**src/rtl/cpu_mem_pkg.sv**
```systemverilog
// Shared definitions for the unified-memory port arbiter: owner encoding,
// default widths and byte-to-word address slicing.
package cpu_mem_pkg;

  localparam int ADDR_W_DEF = 6;
  localparam int DATA_W_DEF = 32;
  localparam int BYTE_OFF_W = 2;

  typedef enum logic [1:0] {
    OWN_NONE = 2'd0,
    OWN_IF   = 2'd1,
    OWN_DRD  = 2'd2,
    OWN_DWR  = 2'd3
  } owner_e;

endpackage

```
**src/rtl/arb_streak_ctr.sv**
```systemverilog
// Saturating count of consecutive data grants while a fetch waits; raises
// force_if once the limit is reached so the fetch port cannot starve.
module arb_streak_ctr #(
  parameter int MAX_D_STREAK = 4
) (
  input  logic clk,
  input  logic rst,
  input  logic if_req,
  input  logic d_gnt,
  input  logic if_gnt,
  output logic force_if
);

  localparam int SW = $clog2(MAX_D_STREAK + 1);
  localparam logic [SW-1:0] STREAK_MAX = SW'(MAX_D_STREAK);

  logic [SW-1:0] streak_reg;

  always_ff @(posedge clk) begin
    if (rst) begin
      streak_reg <= '0;
    end else if (if_gnt || !if_req) begin
      streak_reg <= '0;
    end else if (d_gnt && (streak_reg != STREAK_MAX)) begin
      streak_reg <= streak_reg + 1'b1;
    end
  end

  assign force_if = if_req && (streak_reg == STREAK_MAX);

endmodule

```
**src/rtl/mem_port_arbiter.sv**
```systemverilog
// Shares one synchronous single-port memory between the fetch and load/store
// ports: data has priority, a streak limit forces fetches through.
module mem_port_arbiter
  import cpu_mem_pkg::*;
#(
  parameter int ADDR_W       = ADDR_W_DEF,
  parameter int DATA_W       = DATA_W_DEF,
  parameter int MAX_D_STREAK = 4
) (
  input  logic              clk,
  input  logic              rst,
  input  logic              if_req,
  input  logic [31:0]       if_addr,
  output logic              if_gnt,
  output logic              if_rvalid,
  output logic [DATA_W-1:0] if_rdata,
  input  logic              d_req,
  input  logic              d_we,
  input  logic [31:0]       d_addr,
  input  logic [DATA_W-1:0] d_wdata,
  output logic              d_gnt,
  output logic              d_rvalid,
  output logic [DATA_W-1:0] d_rdata,
  output logic              d_misalign,
  output logic              stall_if,
  output logic              stall_mem,
  output logic              mem_en,
  output logic              mem_we,
  output logic [ADDR_W-1:0] mem_addr,
  output logic [DATA_W-1:0] mem_wdata,
  input  logic [DATA_W-1:0] mem_rdata
);

  localparam int AHI = ADDR_W + BYTE_OFF_W - 1;

  owner_e            owner_reg, owner_next;
  logic              run;
  logic              force_if;
  logic              aligned;
  logic              misalign_reg;
  logic [DATA_W-1:0] if_rdata_reg;
  logic [DATA_W-1:0] d_rdata_reg;
  logic              unused_addr_bits;

  assign run     = !rst;
  assign aligned = (d_addr[BYTE_OFF_W-1:0] == '0);

  arb_streak_ctr #(
    .MAX_D_STREAK(MAX_D_STREAK)
  ) u_streak (
    .clk     (clk),
    .rst     (rst),
    .if_req  (if_req),
    .d_gnt   (d_gnt),
    .if_gnt  (if_gnt),
    .force_if(force_if)
  );

  assign d_gnt     = run && d_req && !force_if;
  assign if_gnt    = run && if_req && (!d_req || force_if);
  assign stall_if  = run && if_req && !if_gnt;
  assign stall_mem = run && d_req && !d_gnt;

  // A misaligned data grant still consumes the slot but never touches memory.
  assign mem_en    = if_gnt || (d_gnt && aligned);
  assign mem_we    = d_gnt && aligned && d_we;
  assign mem_wdata = mem_we ? d_wdata : '0;

  always_comb begin
    mem_addr = '0;
    if (if_gnt) begin
      mem_addr = if_addr[AHI:BYTE_OFF_W];
    end else if (d_gnt) begin
      mem_addr = d_addr[AHI:BYTE_OFF_W];
    end
  end

  always_ff @(posedge clk) begin
    if (rst) begin
      owner_reg <= OWN_NONE;
    end else begin
      owner_reg <= owner_next;
    end
  end

  always_comb begin
    owner_next = OWN_NONE;
    if (if_gnt) begin
      owner_next = OWN_IF;
    end else if (d_gnt) begin
      owner_next = (aligned && !d_we) ? OWN_DRD : OWN_DWR;
    end
  end

  always_ff @(posedge clk) begin
    if (rst) begin
      misalign_reg <= 1'b0;
      if_rdata_reg <= '0;
      d_rdata_reg  <= '0;
    end else begin
      misalign_reg <= d_gnt && !aligned;
      if (owner_reg == OWN_IF) begin
        if_rdata_reg <= mem_rdata;
      end
      if (owner_reg == OWN_DRD) begin
        d_rdata_reg <= mem_rdata;
      end
    end
  end

  // Gating by run drops any response that was pending when reset arrived.
  always_comb begin
    if_rvalid  = run && (owner_reg == OWN_IF);
    d_rvalid   = run && (owner_reg == OWN_DRD);
    d_misalign = run && misalign_reg;
    if_rdata   = '0;
    d_rdata    = '0;
    if (run) begin
      if_rdata = (owner_reg == OWN_IF) ? mem_rdata : if_rdata_reg;
      d_rdata  = (owner_reg == OWN_DRD) ? mem_rdata : d_rdata_reg;
    end
  end

  assign unused_addr_bits = ^{if_addr[31:AHI+1], if_addr[BYTE_OFF_W-1:0], d_addr[31:AHI+1]};

endmodule

```
**config.mk**
```make
export PLATFORM = sky130hd
export DESIGN_NAME = mem_port_arbiter
export DESIGN_NICKNAME = d
export VERILOG_FILES = /design/src/rtl/cpu_mem_pkg.sv /design/src/rtl/arb_streak_ctr.sv /design/src/rtl/mem_port_arbiter.sv
export SDC_FILE = /design/constraint.sdc
export NUM_CORES = 1
export LEC_CHECK = 0
export BUFFER_PORTS_ARGS = -buffer_cell sky130_fd_sc_hd__buf_4
export CAP_MARGIN = 20
export CELL_PAD_IN_SITES_DETAIL_PLACEMENT = 1
export CELL_PAD_IN_SITES_GLOBAL_PLACEMENT = 2
export CORE_AREA = 2 2 122 124
export CTS_BUF_LIST = sky130_fd_sc_hd__clkbuf_8
export CTS_CLUSTER_DIAMETER = 200
export DETAILED_ROUTE_END_ITERATION = 12
export DIE_AREA = 0 0 124 126
export GPL_ROUTABILITY_DRIVEN = 1
export PLACE_DENSITY_LB_ADDON = 0.1
export SLEW_MARGIN = 20
export SYNTH_ARGS = -nofsm -noshare
export SYNTH_HDL_FRONTEND = slang
export SYNTH_SLANG_ARGS = --single-unit
```
**constraint.sdc**
```tcl
create_clock -name clk -period 3.1 [get_ports clk]
set_clock_uncertainty 0.15 [all_clocks]
set_input_delay 0.465 -clock clk [delete_from_list [all_inputs] [get_ports clk]]
set_output_delay 0.465 -clock clk [all_outputs]
set_load 0.01 [all_outputs]
```
* After elaboration in Yosys (flattened, before gate mapping) *
Cells that the tools add are included.
Widths: inputs -> output; s select.

word-level totals
  register bits = 70
  input port bits = 133
  output and inout bits = 111

cells by class
  add/sub/neg operators = 1
  equality and inequality tests = 4
  mux-type cells = 10
  bitwise operators = 1
  reduce and logical (&&, ||, !) cells = 29

operators with widths
  operator             count
  $mux 32              5
  $logic_and 1x1->1    15
  $mux 6               2
  $logic_not 1->1      8
  $add 3x1->3 const B  1
  $eq 3x3->1 const B   1
  $logic_or 1x1->1     3
  $mux 1               3
  $ne 3x3->1 const B   1
  $reduce_or 3->1      1
  $eq 2x1->1 const B   1
  $eq 2x2->1 const B   1
  $logic_not 2->1      1
  $reduce_or 2->1      1
  $not 1->1            1

* Longest topological paths before layout *
  depth after elaboration = 7
  mapped depth = 6
  depth with buffers taken out = 6

* Modules after synthesis *
From an unflattened synthesis, not the netlist that was laid out.

second synthesis, totals
  cells, all modules = 364
  area total of the unflattened synthesis = 2882.8 um^2

by module, submodules not included
  module            instances  cells an instance  area an instance (um^2)  seq. area each (um^2)
  mem_port_arbiter  1          345                2678.8                   1341.3
  arb_streak_ctr    1          19                 203.9                    60.1

* Worst setup path after synthesis *
No wires, ideal clock.

  path type = input -> output
  start point = in rst
  end point = out mem_wdata[22]
  arrival = 1264 ps
  required time = 2485 ps
  setup slack = 1221 ps
  cell stages on the path = 5
  path buffers = 2
  path through = buf_6 -> nor2b_4 -> and4_4 -> buf_6 -> and2_1

between the ends
  longest elaborated chain between the ends = 6

ends and longest elaborated chain
  element                         line                    RTL
  start: declaration              mem_port_arbiter.sv:11  input logic rst,
  $logic_not 1->1                 mem_port_arbiter.sv:45  assign run = !rst;
  $logic_and 1x1->1 (2 in a row)  mem_port_arbiter.sv:59  assign d_gnt = run && d_req && !force_if;
  $logic_and 1x1->1 (2 in a row)  mem_port_arbiter.sv:66  assign mem_we = d_gnt && aligned && d_we;
  net mem_we                      mem_port_arbiter.sv:28  output logic mem_we,
  $mux 32                         mem_port_arbiter.sv:67  assign mem_wdata = mem_we ? d_wdata : '0;
  end: declaration                mem_port_arbiter.sv:30  output logic [DATA_W-1:0] mem_wdata,

The timed path passes the listed nets, and every way through them passes these cells.

* Worst setup path after layout *
  start point = reg owner_reg[1]
  end point = out d_rdata[9]

between the ends
  longest elaborated chain between the ends = 3

ends and longest elaborated chain
  element                   line                     RTL
  start: declaration        mem_port_arbiter.sv:36   owner_e owner_reg, owner_next;
  start signal: assignment  mem_port_arbiter.sv:82   owner_reg <= owner_next;
  $eq 2x2->1                mem_port_arbiter.sv:120  d_rdata = (owner_reg == OWN_DRD) ? mem_rdata : d_rdata_reg;
  $mux 32 (2 in a row)      -
  end: declaration          mem_port_arbiter.sv:23   output logic [DATA_W-1:0] d_rdata,

Every way passes these cells.

==> results_dict.tcl <==
set metrics [dict create \
    root_buffer "clkbuf_8" \
    crit_fanout 17 \
    boundaryPins 244 \
    dieArea_sq_mm 0.01562 \
    synthCells 360 \
    status "finished clean" \
    postSynthNetCount 495 \
    vias 3076 \
    cp-start-kind "flop" \
    die_x_um 124 \
    clock_latency_ns 0.34 \
    yosysSeqAreaShare 0.4978 \
    dr.pass1.iters 4 \
    synth_area_leader_cell "dfxtp_1" \
    clock_sinks 70 \
    avgSynthCellArea_sq_um 7.820 \
    path_class "flop to output pin" \
    maxCapViolCount 0 \
    viasPerCell 4.214 \
    cts_hold_buf 0 \
    grt_pass1_vias 3290 \
    yosys_warnings 0 \
    synth.area.top_cells "dfxtp_1 (50%), nand2_1 (17%), a21oi_1 (11%)" \
    pre_cts_ws_ns 0.7503 \
    htree_num_levels 3 \
    die_y_um 126 \
    synth-seq-cells 70 \
    start_util 0.1967 \
    endpoint_kind "output pin" \
    max_freq_ghz 0.3975 \
    power.static_leakage_nw 2.107 \
    hp-class "input pin to flop" \
    grt_max_degree 37 \
    cts_tree "built" \
    drt-total-wl_um 11480 \
    final_layout_size_suffix_gt1_frac 0.4029 \
    grt_pass1_wl_um 17460 \
    dpl.hpwl_um 8710 \
    clkTransAtPathRegs_ns 0.06 \
    antenna_found_initial 0 \
    pwr_density_cell_mw_per_mm2 422.4 \
    rows 44 \
    postRouteAntennaNets 0 \
    overflow 0 \
    worstMarginPinSlew_ns 0.5336 \
    finalSetupTns_ns 0 \
    min_period_over_period 0.8114 \
    ys_types 21 \
    cts.repair.resized 0 \
    setup_viol 0 \
    crit_required_ns 2.48 \
    gp_congestion 0.7407 \
    area_growth_pct 62.40 \
    n_antenna_cell 0 \
    critPathArrivalTime_ns 1.90 \
    rsz0062_at_grt "false" \
    fillers 1728 \
    synth_top_area_share 0.4978 \
    nets 678 \
    layout_min_cycle_time_ns 2.515 \
    synth_area_sq_mm 0.002815 \
    slew_headroom 0.6442 \
    io_buffers 193 \
    hold_viol_final 0 \
    core_area_sq_mm 0.01431 \
    drt_iter0_markers 115 \
    cts_buffers 9 \
    drcViolationCount 0 \
    grt_usage 0.1475 \
    ctsLongestPathBuffers 2 \
    post_cts.repair.setup_buffers 0 \
    ir_drop_mv 0.1413 \
    setup_slack_ns 0.5845 \
    drv_slew 0 \
    wl_per_cell_um 15.72 \
]
-- area by class of cell --
type                       instances  area [sq um]  share of cell area
timing repair buffer             200          1514              0.3311
multi-input combinational        259          1262              0.2761
clock inverter                     5         28.78            0.006294
inverter                           3         11.26            0.002463
tap                              184         230.2             0.05036
sequential                        70          1401              0.3065
clock buffer                       9         123.9             0.02709
-- final timing paths --
check                           slack, ns                     end  cells past startpoint                   start
worst max-delay path                 0.58              d_rdata[9]                      5            owner_reg[1]
worst min register to register       0.31  u_streak.streak_reg[0]                      1  u_streak.streak_reg[0]
worst min-delay path                 0.22            owner_reg[0]                      3                    d_we
worst max register to register       1.47          d_rdata_reg[9]                      4            owner_reg[1]
-- cell families after synthesis --
family | after synthesis | share of synthesized area
AND/OR/NAND/NOR | 183 | 0.2893
AO/OA/AOI/OAI | 73 | 0.1409
buffers and inverters | 31 | 0.06000
adder cells (fa/ha/maj) | 2 | 0.008887
flip-flops | 70 | 0.4978
XOR/XNOR | 1 | 0.003112
-- synthesized netlist by cell type --
master and count:
inv_1 3, xnor2_1 1, a22o_1 6, ha_1 2, a21oi_2 1, o31ai_1 1, buf_6 4, dfxtp_1 70
nor2b_1 4, nor2_1 6, a21oi_1 64, a21o_1 1, nand2b_1 4, buf_1 2, nand3_1 2, nor2b_4 1
clkbuf_1 4, and2_1 35, and4_4 1, buf_2 18, nand2_1 130
-- worst max-delay path, cell delays in order, from the launching register on --
cell and delay [ns]:
dfxtp_1 0.42, nor2b_4 0.51, buf_12 0.22, nand2_1 0.06, a21oi_1 0.18, buf_4 0.16
-- per-stage QoR --
stage	area, sq um	hold slack (ns)	std cells	total power, mW	util
4_1_cts	4572	0.1943	730	1.976	0.3194
3_5_place_dp	4419	0.2927	716	1.343	0.3087
3_3_place_gp	4419	0.2839	716	1.337	0.3087
2_1_floorplan	2815	0.2673	360	1.125	-
5_1_grt	4572	0.2308	730	2.057	0.3194
6_report	4572	0.2178	730	1.931	0.3194
-- cell usage in the layout (no fill, tap or decap) --
master | netlist | routed
o31ai_1 | 1 | 1
a21oi_1 | 64 | 64
buf_12 | 0 | 1
xnor2_1 | 1 | 1
inv_1 | 3 | 3
buf_4 | 0 | 199
clkbuf_8 | 0 | 9
a22o_1 | 6 | 6
nor2b_4 | 1 | 3
nand2b_2 | 0 | 1
a21o_1 | 1 | 1
and4_4 | 1 | 1
nor2_1 | 6 | 6
nand2_1 | 130 | 130
nand2b_1 | 4 | 3
nor2b_1 | 4 | 2
ha_1 | 2 | 2
nand3_1 | 2 | 2
and2_1 | 35 | 35
clkinv_2 | 0 | 4
dfxtp_1 | 70 | 70
a21oi_2 | 1 | 1
clkinv_4 | 0 | 1
-- layer usage --
metal / up-vias / track usage / routed length, um
li1: 1502 / - / -
met4: 0 / 0.05882 / 238
met2: 134 / 0.2582 / 5723
met3: 13 / 0.04303 / 968
met5: - / 0 / 0
met1: 1427 / 0.1662 / 4547
-- power breakdown --
group / switching (mW) / internal [mW]
combinational: 0.181 / 0.177
sequential: 0.0127 / 0.943
clock: 0.340 / 0.277
total: 0.534 / 1.40
Note: power is estimated with default switching activity, not from simulation.
